$ cat config.mk
export PLATFORM = sky130hd
export DESIGN_NAME = mem_port_arbiter
export DESIGN_NICKNAME = d
export VERILOG_FILES = /design/src/rtl/mem_port_arbiter.sv
export SDC_FILE = /design/constraint.sdc
export NUM_CORES = 1
export LEC_CHECK = 0
export ABC_AREA = 1
export CAP_MARGIN = 25
export CORE_AREA = 3 3 518 520
export DETAILED_ROUTE_END_ITERATION = 8
export DIE_AREA = 0 0 521 523
export SYNTH_ARGS = -nofsm -noshare
export SYNTH_HDL_FRONTEND = slang
export SYNTH_SLANG_ARGS = --single-unit
$ cat constraint.sdc
create_clock -name clk -period 2 [get_ports clk]
set_clock_uncertainty 0.05 [all_clocks]
set_input_delay 0.5 -clock clk [delete_from_list [all_inputs] [get_ports clk]]
set_output_delay 0.5 -clock clk [all_outputs]
set_load 0.005 [all_outputs]
$ cat src/rtl/mem_port_arbiter.sv
// mem_port_arbiter: shares one line-granular main memory port between an
// instruction-cache requester (port A) and a data-cache requester (port B).
//
// Optional build macro: ARB_ROUND_ROBIN_EN
//   defined   -> simultaneous requests in IDLE are resolved by a round-robin
//                pointer that toggles after every completed read.
//   undefined -> fixed priority, port A wins every tie.
//
// Handshake: a requester raises rd_req and/or wr_req as a level and holds it,
// with addr/wr_line stable, until it sees its one-cycle gnt pulse; the cycle
// carrying gnt is the completion cycle (rd_line is valid in that cycle for a
// read). The memory side follows the same contract with mem_*_req / mem_gnt.
module mem_port_arbiter #(
  parameter  int LINE_ADDR_LEN = 3,
  parameter  int ADDR_LEN      = 9,
  localparam int LINE_SIZE     = 1 << LINE_ADDR_LEN
) (
  input  logic                clk,
  input  logic                rst,
  // port A (instruction cache)
  input  logic                a_rd_req,
  input  logic                a_wr_req,
  input  logic [ADDR_LEN-1:0] a_addr,
  input  logic [31:0]         a_wr_line [LINE_SIZE],
  output logic                a_gnt,
  // port B (data cache)
  input  logic                b_rd_req,
  input  logic                b_wr_req,
  input  logic [ADDR_LEN-1:0] b_addr,
  input  logic [31:0]         b_wr_line [LINE_SIZE],
  output logic                b_gnt,
  // read line broadcast to both requesters
  output logic [31:0]         rd_line [LINE_SIZE],
  // main memory side
  output logic                mem_rd_req,
  output logic                mem_wr_req,
  output logic [ADDR_LEN-1:0] mem_addr,
  output logic [31:0]         mem_wr_line [LINE_SIZE],
  input  logic [31:0]         mem_rd_line [LINE_SIZE],
  input  logic                mem_gnt,
  // current owner: 00 none, 01 A, 10 B
  output logic [1:0]          owner
);

  localparam logic [1:0] ST_IDLE  = 2'b00;
  localparam logic [1:0] ST_OWN_A = 2'b01;
  localparam logic [1:0] ST_OWN_B = 2'b10;

  logic [1:0] state_q;
  logic [1:0] state_d;

  logic a_any;
  logic b_any;

  assign a_any = a_rd_req | a_wr_req;
  assign b_any = b_rd_req | b_wr_req;

  // State encoding doubles as the owner code.
  assign owner = state_q;

  // Read data is not owner-gated; requesters qualify it with their own gnt.
  assign rd_line = mem_rd_line;

`ifdef ARB_ROUND_ROBIN_EN
  // rr_q = 0 -> A wins the next tie, rr_q = 1 -> B wins the next tie.
  logic rr_q;
  logic rr_d;
`endif

  // Next-state: arbitrate in IDLE, hold ownership across write->read pairs.
  always_comb begin
    state_d = state_q;
`ifdef ARB_ROUND_ROBIN_EN
    rr_d    = rr_q;
`endif
    case (state_q)
      ST_IDLE: begin
        if (a_any && b_any) begin
`ifdef ARB_ROUND_ROBIN_EN
          state_d = rr_q ? ST_OWN_B : ST_OWN_A;
`else
          state_d = ST_OWN_A;
`endif
        end else if (a_any) begin
          state_d = ST_OWN_A;
        end else if (b_any) begin
          state_d = ST_OWN_B;
        end
      end
      ST_OWN_A: begin
        if (!a_any) begin
          // requester withdrew without completion
          state_d = ST_IDLE;
        end else if (mem_gnt && !a_wr_req) begin
          // read completed: release, next tie goes to B
          state_d = ST_IDLE;
`ifdef ARB_ROUND_ROBIN_EN
          rr_d    = 1'b1;
`endif
        end
      end
      ST_OWN_B: begin
        if (!b_any) begin
          state_d = ST_IDLE;
        end else if (mem_gnt && !b_wr_req) begin
          state_d = ST_IDLE;
`ifdef ARB_ROUND_ROBIN_EN
          rr_d    = 1'b0;
`endif
        end
      end
      default: begin
        state_d = ST_IDLE;
      end
    endcase
  end

  // Forward the owner's request to memory and route mem_gnt back to it only.
  always_comb begin
    mem_rd_req = 1'b0;
    mem_wr_req = 1'b0;
    mem_addr   = '0;
    for (int i = 0; i < LINE_SIZE; i++) begin
      mem_wr_line[i] = '0;
    end
    a_gnt = 1'b0;
    b_gnt = 1'b0;
    case (state_q)
      ST_OWN_A: begin
        mem_addr    = a_addr;
        mem_wr_line = a_wr_line;
        mem_wr_req  = a_wr_req;
        mem_rd_req  = a_rd_req & ~a_wr_req;
        a_gnt       = mem_gnt;
      end
      ST_OWN_B: begin
        mem_addr    = b_addr;
        mem_wr_line = b_wr_line;
        mem_wr_req  = b_wr_req;
        mem_rd_req  = b_rd_req & ~b_wr_req;
        b_gnt       = mem_gnt;
      end
      default: begin
        // IDLE: all memory-side outputs low/zero, stray mem_gnt ignored
      end
    endcase
  end

  // State registers; async reset drops ownership mid-transfer.
  always_ff @(posedge clk or posedge rst) begin
    if (rst) begin
      state_q <= ST_IDLE;
`ifdef ARB_ROUND_ROBIN_EN
      rr_q    <= 1'b0;
`endif
    end else begin
      state_q <= state_d;
`ifdef ARB_ROUND_ROBIN_EN
      rr_q    <= rr_d;
`endif
    end
  end

endmodule

==> flow_summary.toml, run 1 <==
[detailed_routing]
detail_route.wl_per_cell_um = 39.8
ant_nets = 0
vias = 12344
wirelength_mm = 219
drt-initial-drc-count = 620
viasPerCell = 2.25
drc = 0
firstDrtPassIters = 5

[clocking]
clock_latency_ps = 220
ctsRootBufferMaster = "clkbuf_16"
cts_buffers = 3
cts_buffer_depth = 2
cts_num_sinks = 2
cts_max_level = 1
clk_pin_slew_ps = 30
cts_tree = "built"
ctsHoldBuffers = 0

[layout]
layout_common_cells = "clkdlybuf4s50_1 (537), nand2_1 (261), buf_12 (196), nand2_2 (148), a21oi_2 (129)"
seq_area_um2 = 50.0
multi_input_area_mm2 = 0.00685
nFillCells = 30587
area_delta_synth_final_pct = 294
nets = 2735
largest_register_ffs = 2
fin_cells = 5488
layout-drive-gt1-share_pct = 57.1
mostFrequentLayoutCell = "clkdlybuf4s50_1"

[timing]
setup_tns_ps = -147410
maxSlewHeadroom_pct = 67.7
period_share_pct = 133
fmax_ghz = 0.376
rsz0062_at_grt = "true"
final-setup-viol-count = 269
drv_slew = 0
setup_ws_ps = -656
worst_pin_slew_ps = 482
period_minus_slack_ps = 2660
timing.final.hold_violations = 0

[yosys]
synthCells = 1179
synth-seq-area-share_pct = 0.790
ys_warn_count = 0
synth_area_mm2 = 0.00634
synth_cell_types = 22
ys_ff_latch = 2
syn_nets = 1976
syn-mean-instance-area_um2 = 5.38

[setup_path]
endpoint_kind = "output port"
worstPathRequired_ps = 1450
worstPathCellList = "inv_2 -> buf_6 -> ha_4 -> clkinv_16 -> buf_12 -> buf_8 -> buf_4 -> buf_6 -> a21oi_4 -> buf_12"
ff2ff_setup_slack_ps = 170
critPathMaxFanout = 8
slowest_stage = "dfrtp_1"
criticalPathCategory = "register to output port"
critPathMaxStageDelay_ps = 380
cp.arrival_ps = 2110
critPathLaunchType = "register"

[placed_design]
dpl.cell_count = 5287
dp_slack_ps = -888
portBuffers = 807
place_congestion = 0.876
dp_hpwl_mm = 197

[pwr]
power_density_mw_per_mm2 = 1360
p_leak_uw = 0.00835
power_uw = 33800
irDropWorstVdd_mv = 1.66

[floorplan]
core_area_mm2 = 0.265
ios = 1320
dieWidth_um = 521
rows = 189
start_util_pct = 2.40
design.die.area_mm2 = 0.272
die_h_um = 523

[global_route]
grt_use_total_pct = 14.9
antenna_found_initial = 149
grt_pass1_wl_mm = 237
grt_pass1_vias = 11536
overflow = 0
grt_max_degree = 74

[run]
drv_cap = 0

[min_path]
worst_hold_path_type = "input port to async pin"

[status]
status = "finished, violations left"
violations = "negative setup slack"
cell families (layout without fill, tap and decap cells):
kind of cell	after synthesis	after routing	synth area share, %
buffers and inverters	352	1109	43.2
other	0	19	0
AO/OA/AOI/OAI	267	267	21.7
AND/OR/NAND/NOR	554	554	33.5
adder cells (fa/ha/maj)	4	4	0.790
flip-flops	2	2	0.790
layer usage:
layer / part of all wire [%] / vias up / track usage, %
li1: - / 5036 / -
met1: 27 / 5585 / 12.1
met4: 5.3 / 16 / 6.41
met3: 28 / 384 / 18.6
met5: 0.076 / - / 0.191
met2: 40 / 1323 / 21.1
timing repair:
action,4_1_cts,5_1_grt
setup buffers,116,47
endpoints found under the setup margin,269,271
cloned,35,21
resized for setup,1078,440
pin swaps,175,143
path summary, 6_finish.rpt:
check | start | cells after the start | end
setup reg to reg | owner[0] | 12 | owner[0]
setup / recovery | owner[0] | 10 | mem_wr_line[241]
hold / removal | rst | 2 | owner[1]
min in group clk | owner[1] | 3 | owner[1]
max in group asynchronous | rst | 2 | owner[0]
hold reg to reg | owner[1] | 3 | owner[1]
synthesized netlist by cell type (all sizes together):
| library cell | instances | area, µm² |
|---|---|---|
| nand2 | 542 | 2060 |
| buf | 342 | 2700 |
| a21oi | 266 | 1370 |
| inv | 7 | 26.3 |
| nor2 | 5 | 21.3 |
| ha | 4 | 50.1 |
| clkbuf | 3 | 11.3 |
| dfrtp | 2 | 50.1 |
| nand3 | 2 | 10.0 |
| nand4 | 2 | 12.5 |
| and2 | 1 | 6.26 |
| nand3b | 1 | 7.51 |
| nor3 | 1 | 5.00 |
| o22ai | 1 | 6.26 |
final cells by class:
class	instances	area share [%]
inverter	7	0.211
timing repair inverter	1	0.0802
timing repair buffer	1098	53.9
tap	3533	17.7
antenna	19	0.191
clock buffer	3	0.301
multi-input combinational	825	27.4
sequential	2	0.201
critical path, delay by kind of cell, from the launching register on:
kind | cells | cell delay, ps
fa+ha+maj | 1 | 350
flops | 1 | 380
compound gates | 1 | 130
buf+inv | 8 | 1000
report_power, final:
group | total, µW | internal, µW | switching (µW)
Sequential | 73.6 | 58.5 | 15.1
Combinational | 33500 | 16200 | 17300
Clock | 297 | 254 | 42.8
through the flow:
| stage | hold slack [ps] | instance area, µm² | utilization (%) |
|---|---|---|---|
| finish | 518 | 24900 | 9.43 |
| global route | 612 | 24900 | 9.42 |
| CTS | 574 | 23000 | 8.71 |
| detailed placement | 545 | 18700 | 7.06 |
| global placement | 548 | 18700 | 7.06 |
| floorplan | 191 | 6340 | - |
Note: power is estimated with default switching activity, not from simulation.
==> run 2, diff against run 1 <==
Settings changed: SKIP_CTS_REPAIR_TIMING set to 1.
==> flow_summary.toml, run 2 (same netlist as run 1, synthesis figures left out) <==
[status]
status = "finished, violations left"
violations = "negative setup slack"

[layout]
fin_util_pct = 7.98
layout-drive-gt1-share_pct = 36.9
largest_register_ffs = 2
nets = 2630
design_area_mm2 = 0.0211
fin_cells = 5383
area_delta_synth_final_pct = 233
mostFrequentLayoutCell = "clkdlybuf4s50_1"
layout_common_cells = "clkdlybuf4s50_1 (538), nand2_1 (476), buf_12 (169), a21oi_2 (143), buf_4 (109)"

[clocking]
cts_buffer_depth = 2
cts_buffers = 3
clk_pin_slew_ps = 30
cts_tree = "built"
cts_max_level = 1
cts_num_sinks = 2
clock_latency_ps = 220
ctsRootBufferMaster = "clkbuf_16"

[setup_path]
crit_end = "mem_wr_line[193]"
rr_startpoint = "owner[0]"
critPathLaunchType = "register"
critPathMaxFanout = 20
criticalPathCategory = "register to output port"
endpoint_kind = "output port"
ff2ff_setup_slack_ps = 250
cp.arrival_ps = 2180
worstPathRequired_ps = 1450
rr_worst_depth = 11
r2r-end = "owner[0]"
worstSetupStartpoint = "owner[1]"

[detailed_routing]
vias = 11427
wirelength_mm = 211
ant_nets = 0
detail_route.wl_per_cell_um = 39.2
viasPerCell = 2.12
drc = 0
drt-initial-drc-count = 554
firstDrtPassIters = 5

[timing]
final-setup-viol-count = 269
drv_slew = 0
maxSlewHeadroom_pct = 63.7
fmax_ghz = 0.366
period_share_pct = 136
timing.final.hold_violations = 0
period_minus_slack_ps = 2730
worst_pin_slew_ps = 542
setup_ws_ps = -729
rsz0062_at_grt = "true"

[global_route]
grt_use_total_pct = 14.2
grt_pass1_vias = 10029
antenna_found_initial = 153
overflow = 0
grt_pass1_wl_mm = 224
grt_max_degree = 74

[run]
drv_cap = 0

[floorplan]
dieWidth_um = 521
rows = 189
core_area_mm2 = 0.265
die_h_um = 523
design.die.area_mm2 = 0.272
start_util_pct = 2.40
ios = 1320

[placed_design]
placed_cell_area_mm2 = 0.0187
dpl.cell_count = 5287
place_congestion = 0.876
dp_hpwl_mm = 197
portBuffers = 807
dp_slack_ps = -888

[pwr]
irDropWorstVdd_mv = 1.08
power_density_mw_per_mm2 = 1200
p_leak_uw = 0.00708
power_uw = 25200

[min_path]
worst_hold_path_type = "input port to async pin"
## run 2: cell count changes in the layout (fill, tap and decap cells not counted), moves of 27 or more
cell,delta
nand2_2,-96
a21oi_4,-80
a21oi_1,+66
buf_12,-27
nand2_4,-111
buf_6,-51
dlymetal6s2s_1,+43
buf_2,-59
nand2_1,+215
buf_8,-30
## run 2: cell type report
class	count	area [µm²]
repair buffers	993	11700
diodes	19	47.5
inverters	7	52.6
flip-flops and latches	2	50.0
multi-input cells	825	4790
clock buffers	3	75.1
well taps	3533	4420
fillers	30917	244000
repair inverters	1	11.3
## run 2: how the worst min path moves through the flow
stage                     startpoint        to  slack, ps  cells after the start
after floorplan                  rst  owner[0]        190                      1
after detailed placement    owner[1]  owner[1]        550                      3
after CTS                   owner[1]  owner[1]        550                      3
after global placement      owner[1]  owner[1]        550                      3
final                            rst  owner[1]        540                      2
after global routing             rst  owner[1]        610                      2
## run 2: worst max-delay path, stage by stage (launching register included)
cell and delay [ps]:
dfrtp_1 370, inv_2 100, buf_6 110, ha_4 170, buf_8 150, clkbuf_16 150
buf_16 150, buf_16 180, nand2_1 70, a21oi_2 230, buf_12 180
## run 2: per-layer routing
layer / up-vias / part of all wire (%) / GRT usage, %
met5: - / 0.076 / 0.225
li1: 4813 / - / -
met2: 1239 / 40 / 20.5
met3: 378 / 29 / 18.8
met4: 14 / 4.6 / 5.07
met1: 4983 / 26 / 11.0
## run 2: stage by stage
stage               setup TNS [ps]  hold WS [ps]
finish                     -137890           539
global placement           -144350           548
CTS                        -207820           552
global route               -163620           612
detailed placement         -145600           545
floorplan                        0           191
## run 2: report_power, final
group	internal, µW	total (µW)	switching [µW]
Combinational	11300	24900	13600
Sequential	58.5	71.8	13.3
Clock	254	297	43.3
